File: src/rtl/dma_pkg.sv
// Shared types and constants for the dma_chan_rx receive channel.
// DMA_CHAN_CLEAR_EN adds the CLEAR state that zeroes each drained device word.
package dma_pkg;

  localparam int unsigned BUF_DEPTH_DEF = 32;
  localparam int unsigned IDX_W         = 9;
  localparam int unsigned IDX_CS_BIT    = 8;
  localparam int unsigned CNT_W         = 6;

  typedef enum logic [2:0] {
    IDLE    = 3'd0,
    ARMED   = 3'd1,
    RD_ADDR = 3'd2,
    RD_CAP  = 3'd3,
    MEM_WR  = 3'd4,
`ifdef DMA_CHAN_CLEAR_EN
    CLEAR   = 3'd5,
`endif
    DONE    = 3'd6
  } dma_state_e;

  // Device select word: chip-select set, buffer address in the low bits.
  function automatic logic [IDX_W-1:0] dev_sel(input logic [CNT_W-1:0] addr);
    logic [IDX_W-1:0] sel;
    sel             = '0;
    sel[IDX_CS_BIT] = 1'b1;
    sel[CNT_W-1:0]  = addr;
    return sel;
  endfunction

endpackage

File: src/rtl/dma_xfer_cnt.sv
// Word/address counter for dma_chan_rx: clear, increment, and a flag that
// the incremented count reaches the programmed length or the buffer depth.
module dma_xfer_cnt
  import dma_pkg::*;
#(
  parameter int unsigned BUF_DEPTH = BUF_DEPTH_DEF
) (
  input  logic             clk,
  input  logic             rst_n,
  input  logic             clr,
  input  logic             inc,
  input  logic [CNT_W-1:0] len,
  output logic [CNT_W-1:0] cnt,
  output logic [CNT_W-1:0] cnt_nxt,
  output logic             last
);

  logic [CNT_W-1:0] cnt_q, cnt_d;
  logic [CNT_W:0]   cnt_inc;

  always_comb begin
    cnt_inc = {1'b0, cnt_q} + (CNT_W+1)'(1);
    cnt_d   = cnt_q;
    if (clr) begin
      cnt_d = '0;
    end else if (inc) begin
      cnt_d = cnt_inc[CNT_W-1:0];
    end
    last = (cnt_inc == {1'b0, len}) || (cnt_inc == (CNT_W+1)'(BUF_DEPTH));
  end

  always_ff @(posedge clk or negedge rst_n) begin
    if (!rst_n) begin
      cnt_q <= '0;
    end else begin
      cnt_q <= cnt_d;
    end
  end

  assign cnt     = cnt_q;
  assign cnt_nxt = cnt_d;

endmodule

File: src/rtl/dma_chan_rx.sv
// Device-to-memory receive DMA channel: drains device buffer words into memory.
// Define DMA_CHAN_CLEAR_EN to zero each device word after it has been written.
module dma_chan_rx
  import dma_pkg::*;
#(
  parameter int unsigned MEM_AW    = 13,
  parameter int unsigned BUF_DEPTH = BUF_DEPTH_DEF
) (
  input  logic              clk,
  input  logic              rst_n,
  input  logic              cfg_start,
  input  logic [CNT_W-1:0]  cfg_len,
  input  logic [MEM_AW-1:0] cfg_base,
  input  logic              GPIO2,
  output logic              Ack2,
  output logic [IDX_W-1:0]  index,
  output logic              IOWrite2,
  input  logic [31:0]       dev_rdata,
  output logic [31:0]       dev_wdata,
  output logic [MEM_AW-1:0] mem_addr,
  output logic [31:0]       mem_wdata,
  output logic              mem_we,
  input  logic              mem_ready,
  output logic              busy,
  output logic              done,
  output logic              short_xfer,
  output logic [CNT_W-1:0]  xfer_cnt
);

  dma_state_e        state_q, state_d, after_word;
  logic [CNT_W-1:0]  len_q, len_d;
  logic [MEM_AW-1:0] base_q, base_d;
  logic [31:0]       data_q, data_d;
  logic              short_q, short_d, after_short;
  logic              ack_q, ack_d;
  logic [IDX_W-1:0]  idx_q, idx_d;
  logic              mem_we_q, mem_we_d;
  logic [MEM_AW-1:0] mem_addr_q, mem_addr_d;
  logic [31:0]       mem_wdata_q, mem_wdata_d;
  logic              busy_q, busy_d;
  logic              done_q, done_d;
  logic              cnt_clr, cnt_inc, cnt_last;
  logic [CNT_W-1:0]  cnt, cnt_nxt;
`ifdef DMA_CHAN_CLEAR_EN
  logic              iow_q, iow_d;
`endif

  dma_xfer_cnt #(
    .BUF_DEPTH (BUF_DEPTH)
  ) u_cnt (
    .clk     (clk),
    .rst_n   (rst_n),
    .clr     (cnt_clr),
    .inc     (cnt_inc),
    .len     (len_q),
    .cnt     (cnt),
    .cnt_nxt (cnt_nxt),
    .last    (cnt_last)
  );

  always_comb begin
    state_d = state_q;
    len_d   = len_q;
    base_d  = base_q;
    data_d  = data_q;
    short_d = short_q;
    cnt_clr = 1'b0;
    cnt_inc = 1'b0;

    // Word-boundary decision; GPIO2 only matters once a word has fully drained.
    after_short = !cnt_last && !GPIO2;
    after_word  = (cnt_last || !GPIO2) ? DONE : RD_ADDR;

    case (state_q)
      IDLE: begin
        if (cfg_start) begin
          len_d   = cfg_len;
          base_d  = cfg_base;
          short_d = 1'b0;
          cnt_clr = 1'b1;
          state_d = ARMED;
        end
      end
      ARMED: begin
        if (len_q == '0) begin
          state_d = DONE;
        end else if (GPIO2) begin
          state_d = RD_ADDR;
        end
      end
      RD_ADDR: state_d = RD_CAP;
      RD_CAP: begin
        data_d  = dev_rdata;
        state_d = MEM_WR;
      end
      MEM_WR: begin
        if (mem_ready) begin
`ifdef DMA_CHAN_CLEAR_EN
          state_d = CLEAR;
`else
          cnt_inc = 1'b1;
          short_d = after_short;
          state_d = after_word;
`endif
        end
      end
`ifdef DMA_CHAN_CLEAR_EN
      CLEAR: begin
        cnt_inc = 1'b1;
        short_d = after_short;
        state_d = after_word;
      end
`endif
      DONE:    state_d = IDLE;
      default: state_d = IDLE;
    endcase

    // Outputs are registered from the next state so they line up with state_q.
    busy_d      = (state_d != IDLE);
    done_d      = (state_d == DONE);
    ack_d       = !(state_d inside {IDLE, ARMED, DONE});
    idx_d       = '0;
    mem_we_d    = (state_d == MEM_WR);
    mem_addr_d  = '0;
    mem_wdata_d = '0;
    if (state_d inside {RD_ADDR, RD_CAP}) begin
      idx_d = dev_sel(cnt_nxt);
    end
`ifdef DMA_CHAN_CLEAR_EN
    iow_d = (state_d == CLEAR);
    if (state_d == CLEAR) begin
      idx_d = dev_sel(cnt_nxt);
    end
`endif
    if (mem_we_d) begin
      mem_addr_d  = base_q + MEM_AW'(cnt_nxt);
      mem_wdata_d = data_d;
    end
  end

  always_ff @(posedge clk or negedge rst_n) begin
    if (!rst_n) begin
      state_q     <= IDLE;
      len_q       <= '0;
      base_q      <= '0;
      data_q      <= '0;
      short_q     <= 1'b0;
      ack_q       <= 1'b0;
      idx_q       <= '0;
      mem_we_q    <= 1'b0;
      mem_addr_q  <= '0;
      mem_wdata_q <= '0;
      busy_q      <= 1'b0;
      done_q      <= 1'b0;
`ifdef DMA_CHAN_CLEAR_EN
      iow_q       <= 1'b0;
`endif
    end else begin
      state_q     <= state_d;
      len_q       <= len_d;
      base_q      <= base_d;
      data_q      <= data_d;
      short_q     <= short_d;
      ack_q       <= ack_d;
      idx_q       <= idx_d;
      mem_we_q    <= mem_we_d;
      mem_addr_q  <= mem_addr_d;
      mem_wdata_q <= mem_wdata_d;
      busy_q      <= busy_d;
      done_q      <= done_d;
`ifdef DMA_CHAN_CLEAR_EN
      iow_q       <= iow_d;
`endif
    end
  end

  assign Ack2       = ack_q;
  assign index      = idx_q;
  assign dev_wdata  = '0;
  assign mem_addr   = mem_addr_q;
  assign mem_wdata  = mem_wdata_q;
  assign mem_we     = mem_we_q;
  assign busy       = busy_q;
  assign done       = done_q;
  assign short_xfer = short_q;
  assign xfer_cnt   = cnt;
`ifdef DMA_CHAN_CLEAR_EN
  assign IOWrite2   = iow_q;
`else
  assign IOWrite2   = 1'b0;
`endif

endmodule
File: config.mk
export PLATFORM = sky130hd
export DESIGN_NAME = dma_chan_rx
export DESIGN_NICKNAME = d
export VERILOG_FILES = /design/src/rtl/dma_pkg.sv /design/src/rtl/dma_xfer_cnt.sv /design/src/rtl/dma_chan_rx.sv
export SDC_FILE = /design/constraint.sdc
export NUM_CORES = 1
export LEC_CHECK = 0
export CAP_MARGIN = 20
export CELL_PAD_IN_SITES_DETAIL_PLACEMENT = 0
export CELL_PAD_IN_SITES_GLOBAL_PLACEMENT = 1
export CORE_UTILIZATION = 33
export DETAILED_ROUTE_END_ITERATION = 8
export GPL_TIMING_DRIVEN = 0
export PLACE_DENSITY_LB_ADDON = 0.1
export SLEW_MARGIN = 40
export SYNTH_ARGS = -nofsm -noshare
export SYNTH_HDL_FRONTEND = slang
export SYNTH_SLANG_ARGS = --single-unit
File: constraint.sdc
create_clock -name clk -period 2.8 [get_ports clk]
set_input_delay 0.84 -clock clk [delete_from_list [all_inputs] [get_ports clk]]
set_output_delay 0.84 -clock clk [all_outputs]
set_load 0.1 [all_outputs]
Word-level counts from Yosys, hierarchy flattened
Cells that the tools add are included.

cells by class
  reductions and logical operators = 15
  mux-type cells = 19
  eq/ne operators = 13
  add/subtract/negate cells = 2

operators by type and width
  cell                   number
  $mux W32               2
  $mux W3                5
  $pmux W3 S5            1
  $add A13 B6 Y13        1
  $mux W13               1
  $eq A3 B2 Y1 const B   4
  $mux W6                2
  $eq A3 B3 Y1 const B   3
  $mux W9                1
  $add A6 B1 Y7 const B  1
  $eq A7 B6 Y1           1
  $eq A7 B6 Y1 const B   1
  $eq A3 B1 Y1 const B   2
  $logic_not A3 Y1       2
  $logic_not A6 Y1       1
  $mux W1                6
  $reduce_bool A3 Y1     2
  $ne A2 B2 Y1 const B   2
  $reduce_bool A2 Y1     2
  $logic_not A1 Y1       3
  $reduce_and A3 Y1      1
  $logic_or A1 B1 Y1     2
  $pmux W1 S2            1
  $reduce_and A2 Y1      1
  $logic_and A1 B1 Y1    1

word-level totals
  word-level logic and storage cells = 62
  register bits after elaboration = 119

Depth between registers and ports, before layout
Gate-level depths: netlist (run 1).

  depth in word-level cells = 10
  mapped depth = 14
  gate-level depth less buffers = 12

Hierarchy
From an unflattened synthesis (run 1), not the netlist that was laid out.

unflattened totals
  cells, all modules = 399
  area total of the unflattened synthesis = 5176.2 sq um

by module, submodules not included
  module        seq. area each (sq um)  instances  cells each  area each (sq um)
  dma_chan_rx   2777.7                  1          342         4638.2
  dma_xfer_cnt  150.1                   1          57          538.0

Worst setup path before layout (run 1)
OpenSTA, ideal clock, no wires.

  path kind = input to register
  start = in mem_ready
  end = reg mem_addr_q[6], in the netlist mem_addr[6]
  data required time = 2.668 ns
  arrival = 3.186 ns
  stages = 13
  library setup time = 0.132 ns
  path buffers = 1
  slack = -0.518 ns
  path through = nor4bb_1 clkbuf_1 nor2_1 nand2_1 o21ai_0 ha_1 fa_1 a21o_1 a21oi_1 o21bai_1 a21oi_1 xor2_1 nor2_1

between the ends
  cells in the longest elaborated chain, start to end = 6

RTL lines
  element                 RTL line            source
  start: declaration      dma_chan_rx.sv:23   input logic mem_ready,
  $mux W1                 dma_chan_rx.sv:97   if (mem_ready) begin
  $mux W1                 dma_chan_rx.sv:74   case (state_q)
  $mux W6                 dma_xfer_cnt.sv:26  end else if (inc) begin
  $mux W6                 dma_xfer_cnt.sv:24  if (clr) begin
  net cnt_nxt[0]          dma_chan_rx.sv:43   logic [CNT_W-1:0] cnt, cnt_nxt;
  $add A13 B6 Y13         dma_chan_rx.sv:136  mem_addr_d = base_q + MEM_AW'(cnt_nxt);
  $mux W13                dma_chan_rx.sv:135  if (mem_we_d) begin
  net mem_addr_d[6]       dma_chan_rx.sv:38   logic [MEM_AW-1:0] mem_addr_q, mem_addr_d;
  end signal: assignment  dma_chan_rx.sv:167  mem_addr_q <= mem_addr_d;
  end: declaration        dma_chan_rx.sv:38

The timed path passes the listed nets, and every way through them passes these cells.
A chain may end at the register's enable or synchronous reset.

Final worst setup path (run 1)
  start = reg state_q[1]
  end = reg mem_addr_q[12], in the netlist mem_addr[12]

between the ends
  cells in the longest elaborated chain, start to end = 6

RTL lines
  element                   RTL line            source
  start: declaration        dma_chan_rx.sv:30   dma_state_e state_q, state_d, after_word;
  start signal: assignment  dma_chan_rx.sv:159  state_q <= state_d;
  $eq A3 B3 Y1              dma_chan_rx.sv:74
  $mux W1                   dma_chan_rx.sv:74
  $mux W6                   dma_xfer_cnt.sv:26
  $mux W6 *                 dma_xfer_cnt.sv:24
  net cnt_nxt[0]            dma_chan_rx.sv:43
  $add A13 B6 Y13 *         dma_chan_rx.sv:136
  $mux W13 *                dma_chan_rx.sv:135
  net mem_addr_d[12]        dma_chan_rx.sv:38

The timed path passes the listed nets; every way through them passes the cells marked *.

==> results of run 1 <==
## metrics by stage
stage                     power [µW]  std cells  hold WS (ps)
after floorplan                 5570        489           450
after detailed placement        6330        796           477
after global routing            9270        842           403
after CTS                       8760        833           387
after global placement          6480        795           466
final                           8790        842           377
## final timing paths
path / start / to / slack (ps) / cells after the start
hold / removal: rst_n / mem_wdata[28] / 380 / 1
hold reg to reg: base_q[3] / base_q[3] / 480 / 2
min in group clk: base_q[3] / base_q[3] / 480 / 2
setup / recovery: state_q[1] / mem_addr[12] / 10 / 13
max in group asynchronous: rst_n / u_cnt.cnt[0] / 1780 / 2
setup reg to reg: state_q[1] / mem_addr[12] / 10 / 13
## power breakdown
group          total [µW]  switching, µW  internal (µW)
logic                3900           2830           1070
clock network        2290            727           1570
registers            2590            297           2300
total                8790           3850           4930
## state kept, by name, summed over array words and instances (netlist names)
signal      cells
Ack2            1
base_q         13
busy            1
data_q         32
done            1
index           7
len_q           6
mem_addr       13
mem_wdata      32
mem_we          1
short_xfer      1
state_q         3
u_cnt.cnt       6
## area by class of cell
class	count	area [µm²]	share of cell area, %
clock buffer	21	440	6.05
tap	188	235	3.23
clock inverter	10	180	2.47
sequential	117	2940	40.4
buffer	53	359	4.93
multi-input combinational	311	2070	28.4
timing repair buffer	136	1030	14.2
inverter	6	22.5	0.309
## kinds of logic (layout without fill, tap and decap cells)
group / Yosys count / after routing / synth area share (%)
and+or+nand+nor: 171 / 171 / 16.6
other: 1 / 35 / 0.0737
xor gates and xnor gates: 15 / 15 / 2.73
buffers and inverters: 61 / 226 / 7.16
muxes: 34 / 34 / 7.48
adders and majority gates: 8 / 8 / 2.12
DFF: 117 / 117 / 57.6
AOI/OAI and AO/OA: 48 / 48 / 6.27
## layer usage
layer	track usage [%]	vias to the layer above	share of wire (%)
li1	-	1806	-
met1	19.8	1751	47
met2	25.0	102	47
met3	5.10	12	4.6
met4	5.88	0	1.2
met5	0	-	0
## layout by cell type (no fill, tap or decap), drive strengths merged, types with 3 or more instances in the layout
cell / netlist / layout
or3: 3 / 3
xor2: 7 / 7
dfrtp: 117 / 117
nand3: 5 / 5
o21ai: 14 / 14
mux2: 32 / 32
clkbuf: 14 / 31
and2: 37 / 37
a21oi: 10 / 10
buf: 41 / 127
nand2: 77 / 77
nor2: 24 / 24
xnor2: 8 / 8
o21a: 3 / 3
conb: 1 / 35
a31oi: 5 / 5
o31ai: 3 / 3
ha: 7 / 7
clkdlybuf4s50: 0 / 52
inv: 6 / 6
bufinv: 0 / 5
clkinv: 0 / 3
nor3: 6 / 6
## repair_timing
item                       in CTS  in global routing
pin swaps                       5                 14
setup buffers                   8                 10
gates resized for setup        20                 27
setup endpoints to repair      10                  8
==> impl_results.md, run 1 <==
* DR WL/cell at 14.0 µm
* Initial antenna violation count at 0
* H-tree depth at 4
* Final Wtd Congestion at 0.787
* Syn Area/Cell at 11.2 µm²
* #FFs+latches synth at 117
* Ys Warns at 0
* Cell family with most CP delay: compound AO/OA/AOI/OAI gates
* Critical path capture point type: flip-flop
* Layout cells sized above 1 at 34.3%
* HPWL after DPL at 8120 µm
* Final slew viol count at 0
* Std cell rows at 45
* Global Route Usage Sum at 15.7%
* Critical Path RT at 3060 ps
* CP Buf/Inv Count at 1
* Asr flop ratio synth at 100%
* Post-synth EDFFs at 0
* Count of cell types in the netlist at 53
* Max incr delay on CP at 410 ps
* Gr ovfl total at 0
* Fillers at 1455
* Cts bufs inserted at 17
* Max clock buf depth at 2
* Crit-path cells: buf_6, nor4b_4, nor2_4, nand2_1, o21ai_2, ha_2, fa_2, a21o_1, a21oi_2, o21bai_2, a21oi_4, or3_4, a21oi_2
* First-pass GRT wire length at 18800 µm
* Most frequent cells after synthesis: dfrtp_1 (117), nand2_1 (77), and2_1 (35), buf_4 (35), mux2_2 (32)
* Final Cycle Share at 99.5%
* Outcome: finished clean
* Leakage at 0.00362 µW
* Die H at 126 µm
* Dpl ws at -998 ps
* Slowest CP cell: dfrtp_1
* Max Cap Viol at 0
* Top cell type's share of synthesized area at 57.6%
* Max-Slew Margin vs Limit at 47.8%
* Core Region at 15100 µm²
* # clock sinks at 117
* Gate Count Post-Synth at 455
* Tmin final at 2790 ps
* Most numerous cell in the Yosys netlist: dfrtp_1
* Placement-stage cell area at 6400 µm²
* Fin util at 48.1%
* Port Buffers at 118
* Hold Vio Cnt, Final at 0
* DRT Pass-1 Iters at 4
* Vias in the first global route at 3656
* Critical Path AT at 3050 ps
* Peak supply drop at 0.575 mV
* Layout Nets at 706
* Synth Cell Area at 5090 µm²
* Setup Skew at 6.29 ps
* Iter 0 DRT Violations at 123
* Initial core utilization at 33.6%
* Unrepaired setup endpoints after global routing: yes
* Clk slew on worst S/H paths at 50 ps
* Detailed-route via count at 3671
* Cts hold-fix bufs at 0
* Die Wd at 126 µm
* Worst Setup Slack, final at 14.8 ps
* CTS Root Cell: clkbuf_16
* PD cells at 1210 nW/µm²
* Final wirelength at 11800 µm
* Most used cell, CP: a21oi_2
* Achievable frequency at 359 MHz
* Io pins at 154
* Register area share after synthesis at 57.6%
* Largest net degree at the start of global routing at 69
* Diode count at 0
* Die Area at 15900 µm²
* Fin area at 7280 µm²
* Crit Path Max Fanout at 7
* Setup CP Type: flip-flop to flip-flop
* Final setup vio count at 0
* DR vias/cell at 4.36
* Clk_lat worst skew at 410 ps
* Worst Hold Class: input pin to async pin
* CP startpoint kind: flip-flop
* CTS tree: done
* Prevailing post-synth register cell: dfrtp_1
* Post-route setup TNS at 0 ps
* Largest cells by area after synthesis: dfrtp_1 (58%), mux2_2 (7.1%), nand2_1 (5.7%)
* Layout area overhead at 43.2%
* Yosys top cell by area: dfrtp_1
* DRC errors left at 0
* Final ANT Viol Nets at 0
* Worst slew pin tran at 777 ps
(Power assumes the default switching activity.)
==> run 2: changes to the inputs <==
--- a/config.mk
+++ b/config.mk
@@ -12,6 +12,7 @@
 export DETAILED_ROUTE_END_ITERATION = 8
 export GPL_TIMING_DRIVEN = 0
 export PLACE_DENSITY_LB_ADDON = 0.1
+export SKIP_CTS_REPAIR_TIMING = 1
 export SLEW_MARGIN = 40
 export SYNTH_ARGS = -nofsm -noshare
 export SYNTH_HDL_FRONTEND = slang
==> run 2 against run 1 <==
  * The flow now finishes with violations (setup timing)
  * Routed wire length is 1.4% lower
  * Combinational power fell by 1%
  * Flip-flop and latch count is the same
  * First-iteration DRC count increased by 25%
  * Clock-buffer cell count did not move
  * Register-to-register slack worse by 100 ps
  * Critical path type unchanged
  * Final cell count shrank 0.48%
  * Sequential power is essentially flat
==> impl_results.md, run 2 (same netlist as run 1, synthesis figures left out) <==
* Outcome: finished with violations (was finished clean)
* Failing checks: setup timing
* Port Buffers at 118 (unchanged)
* DR vias/cell at 4.35 (was 4.36)
* Setup Skew at 5.51 ps (was 6.29 ps)
* Cell family with most CP delay: compound AO/OA/AOI/OAI gates (unchanged)
* Die Area at 15900 µm² (unchanged)
* CP Buf/Inv Count at 2 (was 1)
* Setup CP Type: flip-flop to flip-flop (unchanged)
* Clk_lat worst skew at 410 ps (about the same)
* Unrepaired setup endpoints after global routing: yes (unchanged)
* Placement-stage cell area at 6400 µm² (unchanged)
* Core Region at 15100 µm² (unchanged)
* Die Wd at 126 µm (unchanged)
* Diode count at 0 (unchanged)
* HPWL after DPL at 8120 µm (unchanged)
* Critical Path AT at 3160 ps (was 3050 ps)
* Max-Slew Margin vs Limit at 52.4% (was 47.8%)
* Final slew viol count at 0 (unchanged)
* Cts bufs inserted at 17 (unchanged)
* Final wirelength at 11600 µm (was 11800 µm)
* Worst Hold Class: input pin to async pin (unchanged)
* Worst Setup SP: state_q[2] (was state_q[1])
* H-tree depth at 4 (unchanged)
* Final setup vio count at 3 (was 0)
* Most used cell, CP: a21oi_2 (unchanged)
* Vias in the first global route at 3592 (was 3656)
* Iter 0 DRT Violations at 154 (was 123)
* Final ANT Viol Nets at 0 (unchanged)
* Max clock buf depth at 2 (unchanged)
* Die H at 126 µm (unchanged)
* Initial core utilization at 33.6% (unchanged)
* Layout cells sized above 1 at 32.9% (was 34.3%)
* Layout area overhead at 42.1% (was 43.2%)
* Crit-path cells: buf_12, nor4b_4, nor2_4, nand2_1, o21ai_2, ha_2, fa_2, a21o_1, a21oi_2, o21bai_1, a21oi_2, buf_6, xor2_1, nor2_1 (was buf_6, nor4b_4, nor2_4, nand2_1, o21ai_2, ha_2, fa_2, a21o_1, a21oi_2, o21bai_2, a21oi_4, or3_4, a21oi_2)
* Leakage at 0.00361 µW (was 0.00362 µW)
* PD cells at 1210 nW/µm² (about the same)
* First-pass GRT wire length at 18600 µm (was 18800 µm)
* Fin util at 47.7% (was 48.1%)
* Achievable frequency at 346 MHz (was 359 MHz)
* RR Startpoint: state_q[2] (was state_q[1])
* Hold Vio Cnt, Final at 0 (unchanged)
* Clk slew on worst S/H paths at 50 ps (about the same)
* Largest net degree at the start of global routing at 69 (unchanged)
* Worst Setup Slack, final at -86.2 ps (was 14.8 ps)
* DRT Pass-1 Iters at 4 (unchanged)
* Most common cell after layout, fill and taps aside: dfrtp_1 (unchanged)
* DR WL/cell at 13.9 µm (was 14.0 µm)
* Initial antenna violation count at 0 (unchanged)
* Worst slew pin tran at 707 ps (was 777 ps)
* Crit Path Max Fanout at 5 (was 7)
* Tmin final at 2890 ps (was 2790 ps)
* R2R depth at 14 (was 13)
* # clock sinks at 117 (unchanged)
* Peak supply drop at 0.590 mV (was 0.575 mV)
* Fin area at 7230 µm² (was 7280 µm²)
* CP startpoint kind: flip-flop (unchanged)
* Std cell rows at 45 (unchanged)
* WP depth at 14 (was 13)
* CTS Root Cell: clkbuf_16 (unchanged)
* Commonest non-fill, non-tap cells in the layout: dfrtp_1 (112), nand2_1 (77), buf_2 (66), clkdlybuf4s50_1 (52), buf_4 (48) (was dfrtp_1 (112), nand2_1 (76), buf_2 (67), buf_4 (52), clkdlybuf4s50_1 (52))
* Max incr delay on CP at 450 ps (was 410 ps)
* Final Cycle Share at 103% (was 99.5%)
* Layout Nets at 702 (was 706)
* Max Cap Viol at 0 (unchanged)
* Critical Path RT at 3070 ps (was 3060 ps)
* Global Route Usage Sum at 15.5% (was 15.7%)
* DRC errors left at 0 (unchanged)
* Gr ovfl total at 0 (unchanged)
* Detailed-route via count at 3643 (was 3671)
* Critical path capture point type: flip-flop (unchanged)
* Slowest CP cell: dfrtp_2 (was dfrtp_1)
* Io pins at 154 (unchanged)
* Final Wtd Congestion at 0.787 (unchanged)
* CTS tree: done (unchanged)
[run 2: power by group]
part / internal [µW] / switching [µW]
sequential: 2300 / 298
combinational: 1050 / 2810
clock: 1570 / 723
[run 2: cell type report]
| type | instances | area [µm²] |
|---|---|---|
| Fill cell | 1463 | 7920 |
| Sequential cell | 117 | 2940 |
| Multi-Input combinational cell | 311 | 2050 |
| Timing Repair Buffer | 132 | 1010 |
| Clock buffer | 21 | 440 |
| Buffer | 53 | 353 |
| Tap cell | 188 | 235 |
| Clock inverter | 10 | 180 |
| Inverter | 6 | 22.5 |
[run 2: layer usage]
metal,track usage (%),vias up,part of all wire (%)
met5,0,-,0
li1,-,1796,-
met4,5.60,0,0.98
met3,5.18,9,5.1
met1,19.7,1732,47
met2,24.4,106,47
[run 2: final timing paths]
kind                                 end  slack (ps)
setup / recovery             mem_addr[6]         -90
hold / removal             mem_wdata[28]         380
setup reg to reg             mem_addr[6]         -90
hold reg to reg                data_q[7]         490
max in group asynchronous   u_cnt.cnt[0]        1770
min in group clk               data_q[7]         490
[run 2: per-stage QoR]
step	total power, µW	setup TNS (ps)	hold WS (ps)	std cells	setup WS, ps
after floorplan	5570	-358	450	489	-98.9
after global placement	6480	-447660	466	795	-4500
after detailed placement	6330	-16130	477	796	-998
after CTS	8670	-4050	387	827	-579
after global routing	9240	-879	403	838	-222
final	8750	-210	379	838	-86.2
==> run 3: changes to the inputs <==
--- a/config.mk
+++ b/config.mk
@@ -8,7 +8,7 @@
 export CAP_MARGIN = 20
 export CELL_PAD_IN_SITES_DETAIL_PLACEMENT = 0
 export CELL_PAD_IN_SITES_GLOBAL_PLACEMENT = 1
-export CORE_UTILIZATION = 33
+export CORE_UTILIZATION = 36
 export DETAILED_ROUTE_END_ITERATION = 8
 export GPL_TIMING_DRIVEN = 0
 export PLACE_DENSITY_LB_ADDON = 0.1
==> constraint.sdc (replaced) <==
create_clock -name clk -period 2.7 [get_ports clk]
set_input_delay 0.81 -clock clk [delete_from_list [all_inputs] [get_ports clk]]
set_output_delay 0.81 -clock clk [all_outputs]
set_load 0.1 [all_outputs]
==> run 3 against run 2 <==
  * Combinational power grew 5%
  * Critical path depth shrank 1
  * Sequential share of layout area shrank 0.46 points
  * Register-to-register slack lost 90 ps
  * Sequential power grew 4%
  * The run still ends with setup timing left
==> impl_results.md, run 3 (same netlist as run 1, synthesis figures left out) <==
* Outcome: finished with violations (unchanged)
* Failing checks: setup timing (unchanged)
* Commonest non-fill, non-tap cells in the layout: dfrtp_1 (111), nand2_1 (76), buf_2 (68), buf_4 (52), clkdlybuf4s50_1 (52) (was dfrtp_1 (112), nand2_1 (77), buf_2 (66), clkdlybuf4s50_1 (52), buf_4 (48))
* Die Wd at 121 µm (was 126 µm)
* Die H at 121 µm (was 126 µm)
* Setup CP Type: flip-flop to flip-flop (unchanged)
* Critical Path RT at 2960 ps (was 3070 ps)
* Largest net degree at the start of global routing at 62 (was 69)
* CTS Root Cell: clkbuf_16 (unchanged)
* Global Route Usage Sum at 16.4% (was 15.5%)
* R2R setup slack at -180 ps (was -90 ps)
* Worst Setup SP: state_q[2] (unchanged)
* Max Cap Viol at 0 (unchanged)
* Final wirelength at 11500 µm (was 11600 µm)
* Most common cell after layout, fill and taps aside: dfrtp_1 (unchanged)
* Final setup vio count at 7 (was 3)
* Clk_lat worst skew at 410 ps (about the same)
* Worst Setup Slack, final at -178 ps (was -86.2 ps)
* Unrepaired setup endpoints after global routing: yes (unchanged)
* FF-to-FF End: mem_addr[12] (was mem_addr[6])
* Crit Path Max Fanout at 7 (was 5)
* PD cells at 1240 nW/µm² (was 1210 nW/µm²)
* Worst slew pin tran at 626 ps (was 707 ps)
* HPWL after DPL at 7960 µm (was 8120 µm)
* Layout cells sized above 1 at 34.9% (was 32.9%)
* Achievable frequency at 347 MHz (was 346 MHz)
* CP startpoint kind: flip-flop (unchanged)
* Gr ovfl total at 0 (unchanged)
* Final Wtd Congestion at 0.796 (was 0.787)
* CP Capture Point: mem_addr[12] (was mem_addr[6])
* R2R depth at 13 (was 14)
* Tmin final at 2880 ps (was 2890 ps)
* Final ANT Viol Nets at 0 (unchanged)
* Diode count at 0 (unchanged)
* Io pins at 154 (unchanged)
* Final slew viol count at 0 (unchanged)
* Final Cycle Share at 107% (was 103%)
* Setup Skew at 5.74 ps (was 5.51 ps)
* DRT Pass-1 Iters at 4 (unchanged)
* Peak supply drop at 0.569 mV (was 0.590 mV)
* Leakage at 0.00365 µW (was 0.00361 µW)
* Post-route setup TNS at -825 ps (was -210 ps)
* Port Buffers at 118 (unchanged)
* Cts bufs inserted at 17 (unchanged)
* Initial antenna violation count at 0 (unchanged)
* Layout area overhead at 43.9% (was 42.1%)
* Worst Hold Class: input pin to async pin (unchanged)
* First-pass GRT wire length at 18200 µm (was 18600 µm)
* RR Startpoint: state_q[2] (unchanged)
* Core Region at 13800 µm² (was 15100 µm²)
* Dpl ws at -1080 ps (was -998 ps)
* Std cell rows at 43 (was 45)
* Fin util at 52.9% (was 47.7%)
* Max-Slew Margin vs Limit at 57.9% (was 52.4%)
* Placed insts at 788 (was 796)
* H-tree depth at 4 (unchanged)
* # clock sinks at 117 (unchanged)
* DR WL/cell at 13.7 µm (was 13.9 µm)
* CTS tree: done (unchanged)
* Hold Vio Cnt, Final at 0 (unchanged)
* Max clock buf depth at 2 (unchanged)
* DRC errors left at 0 (unchanged)
* Critical Path AT at 3140 ps (was 3160 ps)
* Vias in the first global route at 3576 (was 3592)
* Iter 0 DRT Violations at 148 (was 154)
* Die Area at 14600 µm² (was 15900 µm²)
* Clk slew on worst S/H paths at 60 ps (was 50 ps)
* Detailed-route via count at 3666 (was 3643)
* Layout Nets at 708 (was 702)
* DR vias/cell at 4.38 (was 4.35)
* Final cell count without fillers at 837 (was 838)
* Initial core utilization at 36.8% (was 33.6%)
* Critical path capture point type: flip-flop (unchanged)
[run 3: metal layers]
metal,vias to the layer above,share of wire [%],track usage (%)
met2,107,47,25.8
met4,0,1.1,5.79
met5,-,0,0
met1,1727,46,21.6
met3,11,5.7,4.75
li1,1821,-,-
[run 3: stage by stage]
stage,hold WS [ps],instance area (µm²),power (µW)
2_1_floorplan,450,5280,5780
3_3_place_gp,465,6690,6710
3_5_place_dp,476,6400,6570
4_1_cts,321,7030,8960
5_1_grt,342,7320,9590
6_report,316,7320,9100
[run 3: cell type report]
cell class	count	area (µm²)
clock inverter	12	176
inverter	6	22.5
tap	180	225
fill	1237	6510
multi-input combinational	311	2110
sequential	117	2940
timing repair buffer	138	1050
clock buffer	20	447
buffer	53	348
[run 3: worst min-delay path by stage]
stage	start	to	slack, ps	cells past startpoint
3_3_place_gp	base_q[2]	base_q[2]	460	2
5_1_grt	rst_n	data_q[25]	340	1
4_1_cts	rst_n	data_q[25]	320	1
6_report	rst_n	data_q[25]	320	1
3_5_place_dp	base_q[2]	base_q[2]	480	2
2_1_floorplan	base_q[2]	base_q[2]	450	2
[run 3: critical path, stage by stage, from the launching register on]
cell and delay [ps]:
dfrtp_2 450, buf_6 140, nor4b_4 350, nor2_2 110
nand2_1 90, o21ai_2 80, ha_2 200, fa_2 390
a21o_1 180, a21oi_2 160, o21bai_1 100, a21oi_2 270
or3_1 150, a21oi_1 70
[run 3: power breakdown]
part	leakage, µW	internal (µW)	switching (µW)	total [µW]
sequential	0.00150	2380	318	2700
clock	0.000301	1570	784	2350
combinational	0.00185	1120	2920	4040
total	0.00365	5070	4020	9100
